<file path="config.mk">
export PLATFORM = sky130hd
export DESIGN_NAME = four_bit_comparator
export DESIGN_NICKNAME = d
export VERILOG_FILES = /design/src/rtl/four_bit_comparator.sv
export SDC_FILE = /design/constraint.sdc
export NUM_CORES = 1
export LEC_CHECK = 0
export CAP_MARGIN = 0
export CORE_AREA = 8 8 45 47
export DETAILED_ROUTE_END_ITERATION = 16
export DIE_AREA = 0 0 53 55
export GPL_ROUTABILITY_DRIVEN = 0
export PLACE_DENSITY = 0.52
export SETUP_SLACK_MARGIN = 0.2
export SYNTH_ARGS = -nofsm -noshare
export SYNTH_HDL_FRONTEND = slang
export SYNTH_SLANG_ARGS = --single-unit
</file>
<file path="constraint.sdc">
create_clock -name clk -period 1.8 [get_ports clk]
set_input_delay 0.36 -clock clk [delete_from_list [all_inputs] [get_ports clk]]
set_output_delay 0.36 -clock clk [all_outputs]
set_load 0.005 [all_outputs]
</file>
<file path="src/rtl/four_bit_comparator.sv">
// Registered magnitude comparator with cascade input, one compare per cycle.
//
// Ports:
//   clk          rising-edge system clock
//   rst_n        synchronous active-low reset
//   in_valid     A, B, cas_in and signed_mode are valid this cycle
//   signed_mode  0 = unsigned compare, 1 = two's-complement compare
//   A, B         operands, WIDTH bits each
//   cas_in       one-hot relation from the less-significant slice (3'b010 when unused)
//   R            registered one-hot relation: R[2]=A>B, R[1]=A==B, R[0]=A<B
//   out_valid    R holds the result of the compare accepted on the previous edge
module four_bit_comparator #(
  parameter int unsigned WIDTH       = 4,
  parameter logic [2:0]  CAS_DEFAULT = 3'b010
) (
  input  logic             clk,
  input  logic             rst_n,
  input  logic             in_valid,
  input  logic             signed_mode,
  input  logic [WIDTH-1:0] A,
  input  logic [WIDTH-1:0] B,
  input  logic [2:0]       cas_in,
  output logic [2:0]       R,
  output logic             out_valid
);

  localparam logic [2:0] REL_GT = 3'b100;
  localparam logic [2:0] REL_EQ = 3'b010;
  localparam logic [2:0] REL_LT = 3'b001;

  logic       cas_onehot_c;
  logic [2:0] cas_sel_c;
  logic [2:0] rel_c;
  logic       decided_c;
  logic       a_wins_c;

  // A malformed cascade code is replaced so R stays strictly one-hot.
  always_comb begin
    cas_onehot_c = (cas_in == REL_GT) || (cas_in == REL_EQ) || (cas_in == REL_LT);
    cas_sel_c    = cas_onehot_c ? cas_in : CAS_DEFAULT;
  end

  // MSB-first scan: the first differing bit decides. In signed mode the sign
  // bit has inverted weight, so a set MSB on A makes A the smaller operand.
  always_comb begin
    decided_c = 1'b0;
    a_wins_c  = 1'b0;
    for (int i = int'(WIDTH) - 1; i >= 0; i--) begin
      if (!decided_c && (A[i] != B[i])) begin
        decided_c = 1'b1;
        a_wins_c  = A[i] ^ (signed_mode & (i == int'(WIDTH) - 1));
      end
    end
    rel_c = cas_sel_c;
    if (decided_c) begin
      rel_c = a_wins_c ? REL_GT : REL_LT;
    end
  end

  // Output stage: R only updates on a valid compare, otherwise it holds.
  always_ff @(posedge clk) begin
    if (!rst_n) begin
      R         <= 3'b000;
      out_valid <= 1'b0;
    end else begin
      out_valid <= in_valid;
      if (in_valid) begin
        R <= rel_c;
      end
    end
  end

endmodule

</file>
==> results.md, run 1 <==
- Util after Layout: 35.6%
- CP Capture Type: flip-flop
- DRT antenna net count: 0
- Hold WS: 0.568 ns
- Initial drt markers: 0
- Max cap viols: 0
- Syn Nets: 46
- EDFF count, synth: 0
- Die W: 53 um
- WL/cell: 10.9 um
- Synth Instances: 31
- Root Buffer: clkbuf_4
- CP max-delay cell: or4_4
- H-tree Lvls: 1
- Relative slew margins: 74.3%
- Clk buf depth: 2
- Post-layout min period: 1.54 ns
- Synth area leaders: dfxtp_1 30%, xor2_1 9.8%, o21ai_0 5.6%
- Layout area overhead: 84.1%
- First-pass GRT wire length: 1340 um
- Post-route insts no fill: 68
- Total clock sinks: 4
- Worst-path fanout max: 4
- Ys async rst share: 0%
- Pins Over Slew Limit: 0
- RSZ-0062 raised after global routing: false
- CP Data Required Time: 1.96 ns
- Top_reg_cell synth: dfxtp_1
- Leak: 0.206 nW
- Crit path buf inv count: 1
- Leading area contributor after synthesis: dfxtp_1
- Synth warn: 0
- Crit-path cells: clkdlybuf4s50_1, xor2_1, or4_4, a21bo_1, a21oi_1
- Post-Syn Area per Cell: 8.64 um^2
- I/O pin total: 19
- Crit path DAT: 1.70 ns
- Overall power: 0.000282 W
- Ant. Diodes: 0
- Vias in the first global route: 331
- Vias: 300
- Final Hold Fails: 0
- Full die area: 2920 um^2
- R2R depth: 3
- VDD IR max: 204 uV
- Final net count: 69
- Cts bufs inserted: 3
- Netlist cell types: 18
- Port-buffer cells: 18
- Cell row count: 14
- Residual DRC: 0
- Chip height: 55 um
- Largest net degree at the start of global routing: 7
- Clock-pin slew on the worst setup and hold paths: 0.03 ns
- Max Clock Freq: 0.648 GHz
- Finished layout cell area: 493 um^2
- Crit path depth: 5
- Synth top area share: 29.9%
- Overall Global Routing Usage: 6.28%
- First-pass DRT Iterations: 1
- Setup-failing EPs final: 0
- Placed Instance Area: 468 um^2
- Worst Clk Skew: 0 ns
- Drt via density: 4.41
- Seq/Total Area, Yosys: 29.9%
- Area of the multi-input gates: 184 um^2
- Layout cells sized above 1: 11.5%
- WL final: 738 um
- Core Footprint: 1380 um^2
- CTS tree: done
- Postcts setup bufs: 0
- Register Area: 80.1 um^2
- Fillers: 158
- Yosys reg bits: 4
- Clk Latency, worst-skew pair: 0.23 ns
- Initial core utilization: 19.3%
- Least-Margin Pin Slew: 0.380 ns
- Status: finished clean
- DPL Wire Length: 642 um
- Hold Path Class: flip-flop to flip-flop
- Post-Place Cells: 65
- Hold Path Depth: 2
- Initial antenna violation count: 0
- Cell family with most CP delay: simple AND/OR/NAND/NOR gates
- Grt ovf: 0
- PwrDens: 572 nW/um^2
- Critical path type: input pin to flip-flop
- Most frequent cells in the layout: 11 x clkdlybuf4s50_1, 6 x dlygate4sd2_1, 4 x dfxtp_1
- Setup crit start kind: input pin
- Tcrit/Tclk final: 85.8%
- CP max stage delay: 0.44 ns
- Most common cell after layout, fill and taps aside: clkdlybuf4s50_1
- Synthesized area: 268 um^2
cell families (layout without fill, tap and decap cells):
group	Yosys count	count (layout)	synth area share, %
XOR/XNOR	3	3	9.81
AO/OA/AOI/OAI	9	9	22.9
buffers and inverters	3	24	4.21
AND/OR/NAND/NOR	11	11	29.4
adder cells (fa/ha/maj)	1	1	3.74
flip-flops	4	4	29.9
registers in the layout (all words and copies together), names as in the netlist:
name       flops
R              3
out_valid      1
layer usage:
layer  vias to the layer above  share of wire (%)  global-route usage, %
li1                        156                  -                      -
met1                       128                 43                   5.91
met2                        14                 41                   9.77
met3                         2                 14                   4.55
met4                         0                1.5                   3.88
met5                         -                  0                      0
worst reg2reg max path: cells and delay by family (launching register included):
kind	cells	cell delay, ns
AO/OA/AOI/OAI	2	0.28
AND/OR/NAND/NOR	1	0.07
flip-flops	1	0.30
final timing paths:
check / start / endpoint / slack (ns)
max: A[2] / R[0] / 0.26
min: R[0] / R[0] / 0.57
max reg2reg: R[2] / R[2] / 1.04
min reg2reg: R[0] / R[0] / 0.57
report_power, final:
part | internal (W) | total [W] | switching [W]
logic | 0.0000487 | 0.0000750 | 0.0000264
clock network | 0.0000745 | 0.000110 | 0.0000354
registers | 0.0000948 | 0.0000973 | 0.00000246
synthesized netlist by cell type, drive strengths merged, types with 2 or more instances:
| master | number |
|---|---|
| nor3b | 2 |
| inv | 3 |
| a21oi | 2 |
| dfxtp | 4 |
| o21ai | 3 |
| and2 | 2 |
| xor2 | 3 |
| nor2b | 2 |
timing repair:
item | CTS | global route
pin swaps | 4 | 0
gates resized for setup | 8 | 1
hold buffers | 0 | 0
setup endpoints to repair | 3 | 2
per-stage QoR:
stage	setup TNS [ns]	worst slack, ns
floorplan	0	0.330
global placement	-0.309	-0.152
detailed placement	-0.362	-0.179
CTS	0	0.221
global route	0	0.203
finish	0	0.256
layout make-up:
class	count	share of cell area [%]
Sequential cell	4	16.2
Inverter	3	2.28
Timing Repair Buffer	18	35.5
Tap cell	16	4.06
Multi-Input combinational cell	24	37.3
Clock buffer	3	4.57
No activity file was read; power rests on OpenSTA's default activity.
==> run 2: changes to the inputs <==
ABC_CLOCK_PERIOD_IN_PS = 1800   (was default)
==> results of run 2 <==
Same layout as run 1: the final DEF is identical, and so are final timing and power.
